==> config.mk <==
export PLATFORM = sky130hd
export DESIGN_NAME = branch_config_scheduler
export DESIGN_NICKNAME = d
export VERILOG_FILES = /design/src/rtl/branch_config_scheduler_pkg.sv /design/src/rtl/branch_config_scheduler_thread_slot_counter.sv /design/src/rtl/branch_config_scheduler.sv
export SDC_FILE = /design/constraint.sdc
export NUM_CORES = 1
export LEC_CHECK = 0
export ABC_AREA = 1
export BUFFER_PORTS_ARGS = -buffer_cell sky130_fd_sc_hd__buf_2
export CELL_PAD_IN_SITES_DETAIL_PLACEMENT = 0
export CELL_PAD_IN_SITES_GLOBAL_PLACEMENT = 1
export CORE_MARGIN = 5
export CORE_UTILIZATION = 55
export CTS_BUF_LIST = sky130_fd_sc_hd__clkbuf_4
export DETAILED_ROUTE_END_ITERATION = 7
export GPL_TIMING_DRIVEN = 0
export PLACE_DENSITY_LB_ADDON = 0.25
export SETUP_SLACK_MARGIN = 0.02
export SLEW_MARGIN = 5
export SYNTH_ARGS = -nofsm -noshare
export SYNTH_HDL_FRONTEND = slang
export SYNTH_SLANG_ARGS = --single-unit
==> constraint.sdc <==
create_clock -name clock -period 8.5 [get_ports clock]
set_input_delay 0.85 -clock clock [delete_from_list [all_inputs] [get_ports clock]]
set_output_delay 0.85 -clock clock [all_outputs]
set_load 0.05 [all_outputs]
==> src/rtl/branch_config_scheduler_pkg.sv <==
// Shared thread-count constants and branch configuration word layout
// used by the scheduler and by every requester that packs config words.
package branch_config_scheduler_pkg;

  localparam int OCTAVO_THREAD_COUNT       = 8;
  localparam int OCTAVO_THREAD_COUNT_WIDTH = 3;

  localparam int BC_ORIGIN_WIDTH         = 10;
  localparam int BC_ORIGIN_ENABLE_WIDTH  = 1;
  localparam int BC_DESTINATION_WIDTH    = 10;
  localparam int BC_PREDICT_TAKEN_WIDTH  = 1;
  localparam int BC_PREDICT_ENABLE_WIDTH = 1;
  localparam int BC_CONDITION_WIDTH      = 13;

  localparam int BC_WORD_WIDTH =
    BC_ORIGIN_WIDTH + BC_ORIGIN_ENABLE_WIDTH +
    BC_DESTINATION_WIDTH + BC_PREDICT_TAKEN_WIDTH +
    BC_PREDICT_ENABLE_WIDTH + BC_CONDITION_WIDTH;

  typedef struct packed {
    logic [BC_ORIGIN_WIDTH-1:0]         origin;
    logic [BC_ORIGIN_ENABLE_WIDTH-1:0]  origin_enable;
    logic [BC_DESTINATION_WIDTH-1:0]    destination;
    logic [BC_PREDICT_TAKEN_WIDTH-1:0]  predict_taken;
    logic [BC_PREDICT_ENABLE_WIDTH-1:0] predict_enable;
    logic [BC_CONDITION_WIDTH-1:0]      condition;
  } branch_config_t;

  function automatic logic [BC_WORD_WIDTH-1:0] bc_pack(
    input branch_config_t cfg
  );
    return cfg;
  endfunction

endpackage

==> src/rtl/branch_config_scheduler_thread_slot_counter.sv <==
// Free-running mod-THREAD_COUNT slot counter tracking the detector's
// thread rotation; must reset to the same value as the detector's counter.
module thread_slot_counter
  import branch_config_scheduler_pkg::*;
#(
  parameter int THREAD_COUNT       = OCTAVO_THREAD_COUNT,
  parameter int THREAD_COUNT_WIDTH = OCTAVO_THREAD_COUNT_WIDTH,
  parameter int INITIAL_THREAD     = 0
) (
  input  logic                          clock,
  input  logic                          reset_n,
  output logic [THREAD_COUNT_WIDTH-1:0] current_thread,
  output logic [THREAD_COUNT_WIDTH-1:0] next_thread
);

  localparam logic [THREAD_COUNT_WIDTH-1:0] LAST =
    THREAD_COUNT_WIDTH'(THREAD_COUNT - 1);
  localparam logic [THREAD_COUNT_WIDTH-1:0] INIT =
    THREAD_COUNT_WIDTH'(INITIAL_THREAD);

  logic [THREAD_COUNT_WIDTH-1:0] thread_q;
  logic [THREAD_COUNT_WIDTH-1:0] thread_d;

  always_comb begin
    thread_d = thread_q + 1'b1;
    if (thread_q == LAST) begin
      thread_d = '0;
    end
  end

  always_ff @(posedge clock or negedge reset_n) begin
    if (!reset_n) begin
      thread_q <= INIT;
    end else begin
      thread_q <= thread_d;
    end
  end

  assign current_thread = thread_q;
  assign next_thread    = thread_d;

endmodule

==> src/rtl/branch_config_scheduler.sv <==
// Buffers one pending config word per thread and writes it into the
// branch detector's config memory during that thread's slot.
module branch_config_scheduler
  import branch_config_scheduler_pkg::*;
#(
  parameter int WORD_WIDTH         = BC_WORD_WIDTH,
  parameter int THREAD_COUNT       = OCTAVO_THREAD_COUNT,
  parameter int THREAD_COUNT_WIDTH = OCTAVO_THREAD_COUNT_WIDTH,
  parameter int INITIAL_THREAD     = 0
) (
  input  logic                          clock,
  input  logic                          reset_n,
  input  logic                          req_valid,
  output logic                          req_ready,
  input  logic [THREAD_COUNT_WIDTH-1:0] req_thread,
  input  logic [WORD_WIDTH-1:0]         req_data,
  input  logic                          flush,
  output logic                          configuration_wren,
  output logic [WORD_WIDTH-1:0]         configuration_data,
  output logic [THREAD_COUNT_WIDTH-1:0] current_thread,
  output logic [THREAD_COUNT-1:0]       pending,
  output logic                          issued
);

  logic [THREAD_COUNT_WIDTH-1:0] next_thread;

  logic [THREAD_COUNT-1:0] pending_q;
  logic [THREAD_COUNT-1:0] pending_d;
  logic [WORD_WIDTH-1:0]   entry_q [THREAD_COUNT];
  logic                    wren_q;
  logic                    wren_d;
  logic [WORD_WIDTH-1:0]   data_q;
  logic [WORD_WIDTH-1:0]   data_d;

  logic accept;
  logic issue;

  thread_slot_counter #(
    .THREAD_COUNT       (THREAD_COUNT),
    .THREAD_COUNT_WIDTH (THREAD_COUNT_WIDTH),
    .INITIAL_THREAD     (INITIAL_THREAD)
  ) u_slot (
    .clock          (clock),
    .reset_n        (reset_n),
    .current_thread (current_thread),
    .next_thread    (next_thread)
  );

  // A pending entry is never overwritten: its requester stalls until issue.
  assign req_ready = !flush && !pending_q[req_thread];
  assign accept    = req_valid && req_ready;
  assign issue     = pending_q[next_thread] && !flush;

  always_comb begin
    pending_d = pending_q;
    if (accept) begin
      pending_d[req_thread] = 1'b1;
    end
    if (issue) begin
      pending_d[next_thread] = 1'b0;
    end
    if (flush) begin
      pending_d = '0;
    end
  end

  always_comb begin
    wren_d = issue;
    data_d = '0;
    if (issue) begin
      data_d = entry_q[next_thread];
    end
  end

  always_ff @(posedge clock) begin
    if (accept) begin
      entry_q[req_thread] <= req_data;
    end
  end

  always_ff @(posedge clock or negedge reset_n) begin
    if (!reset_n) begin
      pending_q <= '0;
      wren_q    <= 1'b0;
      data_q    <= '0;
    end else begin
      pending_q <= pending_d;
      wren_q    <= wren_d;
      data_q    <= data_d;
    end
  end

  assign configuration_wren = wren_q;
  assign configuration_data = data_q;
  assign issued             = wren_q;
  assign pending            = pending_q;

endmodule

* Word level (Yosys, flattened, before mapping)
Memories as Yosys holds them, arrays and structs flattened.
Cells that the tools add are included.
** Storage, ports and cells
- Input port bits :: 43
- Memory bits (writable) :: 288
- Word-level logic and storage cells :: 36
- Memories :: 1
- Bits in registers :: 48
- Output and inout bits :: 50
** Cells by class
- Equality and inequality tests :: 1
- Reduce and logical (&&, ||, !) cells :: 7
- Bitwise logic cells :: 3
- Add/sub/neg operators :: 1
- $lt $le $gt $ge :: 4
- Multiplexer cells :: 15
** Memories
- entry_q :: depth 8, width 36, read ports 1, clocked after memory_dff 0, write ports 1, line branch_config_scheduler.sv:29 : logic [WORD_WIDTH-1:0] entry_q [THREAD_COUNT];
** Operator list (count)
- $mux 36 :: 1
- $mux 8 :: 3
- $and 8x8->8 :: 1
- $lt 3x4->1 const B :: 2
- $not 8->8 :: 1
- $or 8x8->8 :: 1
- $bmux 1 s3 :: 2
- $demux 1 s3 :: 2
- $ge 3x1->1 const B :: 2
- $mux 1 :: 6
- $logic_and 1x1->1 :: 5
- $add 3x1->3 const B :: 1
- $eq 3x3->1 const B :: 1
- $mux 3 :: 1
- $logic_not 1->1 :: 2

* Longest topological paths before layout
Gate-level depths: netlist (run 1).
- Depth in word-level cells :: 10
- Gate-level depth with buffers :: 11
- Gate-level depth less buffers :: 11

* Modules after synthesis
A second synthesis (run 1) with hierarchy kept.
** Second synthesis, totals
- Cells, all modules :: 1035
- Area total of the unflattened synthesis :: 12947.4 um2
** Modules (own cells, without submodules)
- branch_config_scheduler :: area each 12843.6 um2, cells each 1029, instances 1, seq. area each 9774.4 um2
- thread_slot_counter :: area each 103.8 um2, cells each 6, instances 1, seq. area each 75.1 um2

* Worst setup path after synthesis (run 1)
OpenSTA, ideal clock, no wires.
- Path type :: input -> register
- Start point :: input req_thread[0]
- End point :: memory entry_q[0][0] (netlist bit) (enable)
- Data required time :: 8.070 ns
- Setup slack :: 4.845 ns
- Arrival time :: 3.226 ns
- Stages on the path :: 9
- Cell sequence :: buf_6 > clkinv_8 > nand2_1 > nand3_1 > nand2_1 > nor2_4 > nand3_4 > buf_6 > nor2_1
** Between the ends
- Cells in the longest elaborated chain, start to end :: 7
** RTL lines
- from (decl) :: line branch_config_scheduler.sv:15 : input logic [THREAD_COUNT_WIDTH-1:0] req_thread,
- $bmux 1 s3 :: line branch_config_scheduler.sv:50 : assign req_ready = !flush && !pending_q[req_thread];
- $mux 1 (not written as such) :: line branch_config_scheduler.sv:50
- $logic_not 1->1 :: line branch_config_scheduler.sv:50
- $logic_and 1x1->1 :: line branch_config_scheduler.sv:50
- $logic_and 1x1->1 :: line branch_config_scheduler.sv:51 : assign accept = req_valid && req_ready;
- $mux 1 :: line branch_config_scheduler.sv:76 : if (accept) begin
- $mux 1 (not written as such) :: line branch_config_scheduler.sv:77 : entry_q[req_thread] <= req_data;
- to (decl) :: line branch_config_scheduler.sv:29
Several ways; a longest one is shown, not always the timed one. The select of a mux whose other input is x is not followed.

* Worst setup path in the final report (run 1)
- Start point :: register pending_q[4] (netlist: pending[4])
- End point :: output req_ready
** Between the ends
- Cells in the longest elaborated chain, start to end :: 4
** RTL lines
- from (decl) :: line branch_config_scheduler.sv:27 : logic [THREAD_COUNT-1:0] pending_q;
- from (signal assigned) :: line branch_config_scheduler.sv:87 : pending_q <= pending_d;
- $bmux 1 s3 :: line branch_config_scheduler.sv:50
- $mux 1 (not written as such) :: line branch_config_scheduler.sv:50
- $logic_not 1->1 :: line branch_config_scheduler.sv:50
- $logic_and 1x1->1 :: line branch_config_scheduler.sv:50
- to (decl) :: line branch_config_scheduler.sv:14 : output logic req_ready,
Every way passes these cells. The select of a mux whose other input is x is not followed.

==> metrics, run 1 <==
r2r setup slk 5.84 ns; yosys warns 0; via count 8648; Leak 5.987 nW; vias in the first global route 8594; Cell Pwr Density 218.7 nW/um^2; Layout Nets 1266; Worst Setup EP req_ready; floorplan core area 23330 um^2; pin count of the biggest net entering global routing 49; sequential share of the synthesized area 75.85%; initial antenna violation count 6; Clock transition at path regs 0.07 ns; Area Overhead vs Synth 17.21%; Slew headroom 38.64%; first-pass GRT wire length 47690 um; fin crit period 2.820 ns; Sink Count 336; # Post-CTS Setup Buffers 0; worst clock skew 0.02937 ns; TNS Setup 0 ns; crit path max fanout 4; Mapped Avg Cell Area 12.50 um^2; die width 163.7 um; latest clock arrival within the worst-skew pair 0.67 ns; Final Worst Setup Slack 5.680 ns; Post-Syn Area 12990 um^2; Syn Nets 1084; R2R Path Start pending[4]$_DFF_PN0_; DP HPWL 18910 um; Critical Path RT 7.65 ns; Routed WL 31070 um; gr usage total 23.76%; dpl ws 5.279 ns; cts bufs inserted 82; Final ANT Viol Nets 0; cts hold-fix bufs 0; Syn Inst Count 1039; CP arrival 1.97 ns; Fmax 354.6 MHz; # setup viols final 0; Core Rows 56; fin. max-slew vios 0; buffers from clock root to sink, at most 3; Pwr Total 3.329 mW; R2R Path End entry_q[3][15]$_DFFE_PP_; gr ovfl total 0; die area 26780 um^2; Peak VDD IR 0.0001544 V; post_cts resized 0; Worst setup EP type primary output; max-cap violation count 0; Slew @ Worst Pin 0.9182 ns; CTS tree built; DR vias/cell 5.365; Initial Utilization 55.66%; outcome finished, final reports clean; Port Buf Inserts 90; commonest non-fill, non-tap cell in the layout nand2_1; CP Launch Point pending[4]$_DFF_PN0_; unique cell type count in the Yosys netlist 26; CTS root buf clkbuf_4; routability cong. 0.7918; Setup CP Type register to primary output; Die Height 163.7 um; Tcrit/Tclk final 33.18%; share of cells above drive strength 1 23.58%; number of DRC markers in iteration 0 768; RSZ-0062 raised after global routing no; Final Hold Vio Count 0; Hold/Removal Path Class input port to async pin; Routed WL per cell 19.28 um; number of cells on the worst reg-to-reg path 9; drt first pass iters 5; most frequent cells in the layout 340 x nand2_1, 288 x edfxtp_1, 150 x nand3_1; Seq cells post-synth 336; DRC viols 0; H-tree depth 3; CP Launch Type register; # IOs 93
cell type report:
class                      instances  area [um^2]
antenna                            4        10.01
buffer                            55        280.3
multi-input combinational        623         2810
clock inverter                    20        131.4
tap                              319        399.1
fill                            1797         8112
timing repair buffer              98        643.1
inverter                          25        106.4
sequential                       336         9849
clock buffer                     132        991.0
per-stage QoR:
stage | hold slack [ns] | util [%] | cell area, um^2 | instances
after floorplan | 0.5544 | - | 12990 | 1039
after global placement | 0.5914 | 59.30 | 13840 | 1448
after detailed placement | 0.5937 | 60.37 | 14090 | 1456
after CTS | 0.3565 | 65.18 | 15210 | 1608
after global routing | 0.2326 | 65.23 | 15220 | 1612
final | 0.2215 | 65.23 | 15220 | 1612
registers in the layout, summed over array words and instances (netlist names):
name,cells
configuration_data,36
configuration_wren,1
pending,8
u_slot.current_thread,3
entry_q,288
critical path, cell delays in order (launching register included):
cell	delay (ns)
dfrtp_1	0.38
inv_1	0.14
nand2_1	0.07
nand3_1	0.08
nand2_1	0.10
nor4_1	0.23
buf_2	0.31
synthesized netlist by cell type:
| cell | n | area, um^2 |
|---|---|---|
| a21oi_1 | 1 | 5.000 |
| buf_2 | 43 | 215.2 |
| buf_4 | 1 | 7.510 |
| buf_6 | 2 | 22.52 |
| clkbuf_1 | 8 | 30.03 |
| clkbuf_2 | 1 | 5.000 |
| clkinv_1 | 1 | 3.750 |
| clkinv_8 | 1 | 16.27 |
| dfrtp_1 | 48 | 1201 |
| edfxtp_1 | 288 | 8648 |
| ha_1 | 2 | 25.02 |
| inv_1 | 21 | 78.83 |
| inv_2 | 2 | 7.510 |
| nand2_1 | 340 | 1276 |
| nand2_2 | 1 | 6.260 |
| nand2_4 | 1 | 11.26 |
| nand3_1 | 150 | 750.7 |
| nand3_4 | 1 | 17.52 |
| nand4_1 | 53 | 331.6 |
| nor2_1 | 62 | 232.7 |
| nor2_2 | 3 | 18.77 |
| nor2_4 | 4 | 45.04 |
| nor3_1 | 2 | 10.01 |
| nor4_1 | 1 | 6.260 |
| o21ai_0 | 1 | 5.000 |
| o21ai_2 | 1 | 8.760 |
logic make-up (layout without fill, tap and decap cells):
kind of cell	after synthesis	count (layout)	synth area share, %
AO/OA/AOI/OAI	3	3	0.1445
adder cells (fa/ha/maj)	2	2	0.1927
buffers and inverters	80	330	2.977
flip-flops	336	336	75.85
other	0	4	0
AND/OR/NAND/NOR	618	618	20.84
how the worst min path moves through the flow:
| stage | end | slack [ns] | from | cells after the start |
|---|---|---|---|---|
| floorplan | configuration_data[0]$_DFF_PN0_ | 0.55 | reset_n | 0 |
| detailed placement | u_slot.current_thread[2]$_DFF_PN0_ | 0.59 | u_slot.current_thread[2]$_DFF_PN0_ | 1 |
| global route | configuration_data[13]$_DFF_PN0_ | 0.23 | reset_n | 1 |
| finish | configuration_data[13]$_DFF_PN0_ | 0.22 | reset_n | 1 |
| global placement | u_slot.current_thread[2]$_DFF_PN0_ | 0.59 | u_slot.current_thread[2]$_DFF_PN0_ | 1 |
| CTS | entry_q[3][8]$_DFFE_PP_ | 0.36 | req_data[8] | 1 |
routing by layer:
metal,part of all wire (%),global-route usage [%],up-vias
met5,0.068,0,-
met4,2.5,9.493,4
met3,8.0,5.274,70
met2,48,37.49,381
met1,42,32.53,4124
li1,-,-,4069
power by group:
group	internal (mW)	total, mW	switching [mW]
clock	0.764	1.38	0.616
sequential	1.81	1.82	0.00746
combinational	0.0298	0.127	0.0969
Power figures use the tool's default switching activity.
==> inputs of run 2 (changes only) <==
--- a/config.mk
+++ b/config.mk
@@ -10,7 +10,7 @@
 export CELL_PAD_IN_SITES_DETAIL_PLACEMENT = 0
 export CELL_PAD_IN_SITES_GLOBAL_PLACEMENT = 1
 export CORE_MARGIN = 5
-export CORE_UTILIZATION = 55
+export CORE_UTILIZATION = 51
 export CTS_BUF_LIST = sky130_fd_sc_hd__clkbuf_4
 export DETAILED_ROUTE_END_ITERATION = 7
 export GPL_TIMING_DRIVEN = 0
==> constraint.sdc (replaced) <==
create_clock -name clock -period 2.9 [get_ports clock]
set_input_delay 0.29 -clock clock [delete_from_list [all_inputs] [get_ports clock]]
set_output_delay 0.29 -clock clock [all_outputs]
set_load 0.05 [all_outputs]
==> run 2 against run 1 <==
- clock power grew to 3.0 times the previous value
- design area is 2.4% higher
- count of clock-buffer cells in the layout is 7 lower
- flip-flop and latch count stayed put
- final cell count is 2.7% higher
- combinational power grew to 3.3 times the previous value
- via count is 0.95% higher
- register-to-register slack worse by 5.6 ns
- sequential share of layout area is 1.5 points lower
- critical endpoint is now entry_q[2][20]$_DFFE_PP_
==> metrics, run 2 (synthesis gave the netlist of run 1 again) <==
outcome finished, final reports clean; CTS tree built; vias in the first global route 8734 (+1.6%); Clock transition at path regs 0.08 ns (about the same); Met1 Wirelength 13510 um (+4.0%); CP max stage delay 0.69 ns (+0.31 ns); # setup viols final 0 (unchanged); number of DRC markers in iteration 0 734 (-4.4%); Peak VDD IR 0.0003692 V (+140%); cts bufs inserted 83 (+1.2%); Worst path slowest cell nor2_4; Leak 6.131 nW (+2.4%); drt first pass iters 5 (unchanged); Final Hold Vio Count 0 (unchanged); Port Buf Inserts 90 (unchanged); DP HPWL 18900 um (about the same); fin. max-slew vios 0 (unchanged); die width 169.6 um (+3.6%); max-cap violation count 0 (unchanged); TNS Setup 0 ns (unchanged); DP Area 14090 um^2 (about the same); # IOs 93 (unchanged); initial antenna violation count 1 (-5); Area Overhead vs Synth 20.05%; commonest non-fill, non-tap cell in the layout nand2_1; Layout Nets 1304 (+3.0%); number of cells on the worst reg-to-reg path 9 (unchanged); Core Rows 58 (+3.6%); Worst setup EP type register; Final ANT Viol Nets 0 (unchanged); routability cong. 0.8283 (+4.6%); Cell Pwr Density 630.6 nW/um^2 (+190%); cts hold-fix bufs 37 (+37); crit path cell chain inv_1, nand2_1, nand3_1, nand2_1, nor2_4, nand3_4, buf_6, nor2_4, buf_16; dpl ws 0.2800 ns (-4.999 ns); met2 wire length 14850 um (+0.23%); die area 28750 um^2 (+7.4%); Pwr Total 9.832 mW (+200%); Final Worst Setup Slack 0.2195 ns (-5.460 ns); Setup CP Type register to register; first-pass GRT wire length 49340 um (+3.5%); register name with the most flops entry_q; Fmax 373.1 MHz; Layout Utilization 62.09% (-3.1 points); gr ovfl total 0 (unchanged); Critical Path RT 3.27 ns (-4.38 ns); post_cts resized 0 (unchanged); DRC viols 0 (unchanged); CP Launch Type register; most frequent cells in the layout 340 x nand2_1, 288 x edfxtp_1, 150 x nand3_1; H-tree depth 3 (unchanged); fin crit period 2.680 ns; top sig layer met4; worst clock skew 0.03824 ns (+0.008863 ns); gr usage total 22.66% (-1.1 points); post-route cell area 15590 um^2 (+2.4%); Final Non-Filler Cells 1655 (+2.7%); Slew headroom 40.27% (+1.6 points); Initial Utilization 51.72% (-3.9 points); Routed WL per cell 19.28 um (about the same); pin count of the biggest net entering global routing 49 (unchanged); Sink Count 336 (unchanged); Placed Instances 1467 (+0.76%); Die Height 169.6 um (+3.6%); crit path max fanout 20 (+16); Hold/Removal Path Class input port to register; share of cells above drive strength 1 22.66% (-0.93 points); max reg flops 288 (unchanged); Hold WS 0.05882 ns (-0.1627 ns); RSZ-0062 raised after global routing no; DR vias/cell 5.275 (-1.7%); CTS root buf clkbuf_4; WHS Path Cells 4; CP arrival 3.05 ns (+1.08 ns); # Post-CTS Setup Buffers 0 (unchanged); floorplan core area 25110 um^2 (+7.6%); buffers from clock root to sink, at most 3 (unchanged); Tcrit/Tclk final 92.43%; via count 8730 (+0.95%); Routed WL 31920 um (+2.7%); routed wl met3 2716 um (+9.9%); latest clock arrival within the worst-skew pair 0.70 ns (+0.03 ns); Slew @ Worst Pin 0.8939 ns (-0.02435 ns)
-- run 2: layout make-up --
class                   instances  area, um^2
flip-flops and latches        336        9849
fillers                      2037        9519
multi-input cells             623        2810
repair buffers                135        1006
clock buffers                 125       938.4
well taps                     330       412.9
plain buffers                  55       280.3
clock inverters                25       183.9
inverters                      25       106.4
diodes                          1       2.502
-- run 2: per-layer routing --
| layer | vias to the layer above | GRT usage [%] |
|---|---|---|
| li1 | 4148 | - |
| met5 | - | 0 |
| met4 | 0 | 9.415 |
| met1 | 4143 | 31.43 |
| met3 | 64 | 4.705 |
| met2 | 375 | 35.42 |
-- run 2: final timing paths --
| check | startpoint | to | slack (ns) |
|---|---|---|---|
| worst min register to register | entry_q[4][33]$_DFFE_PP_ | configuration_data[33]$_DFF_PN0_ | 0.63 |
| worst min-delay path | req_valid | pending[0]$_DFF_PN0_ | 0.06 |
| max in group asynchronous | reset_n | configuration_data[18]$_DFF_PN0_ | 2.20 |
| worst max-delay path | pending[5]$_DFF_PN0_ | entry_q[2][20]$_DFFE_PP_ | 0.22 |
| worst max register to register | pending[5]$_DFF_PN0_ | entry_q[2][20]$_DFFE_PP_ | 0.22 |
| min in group asynchronous | reset_n | pending[0]$_DFF_PN0_ | 0.19 |
-- run 2: worst max-delay path, delay by kind of cell, from the launching register on --
kind	cells	cell delay, ns
flops	1	0.43
buf+inv	3	0.58
simple gates	6	1.33
-- run 2: power by group --
group | total [mW] | switching (mW) | internal, mW
clock | 4.08 | 1.83 | 2.24
sequential | 5.34 | 0.0213 | 5.32
combinational | 0.416 | 0.297 | 0.120
total | 9.83 | 2.15 | 7.68
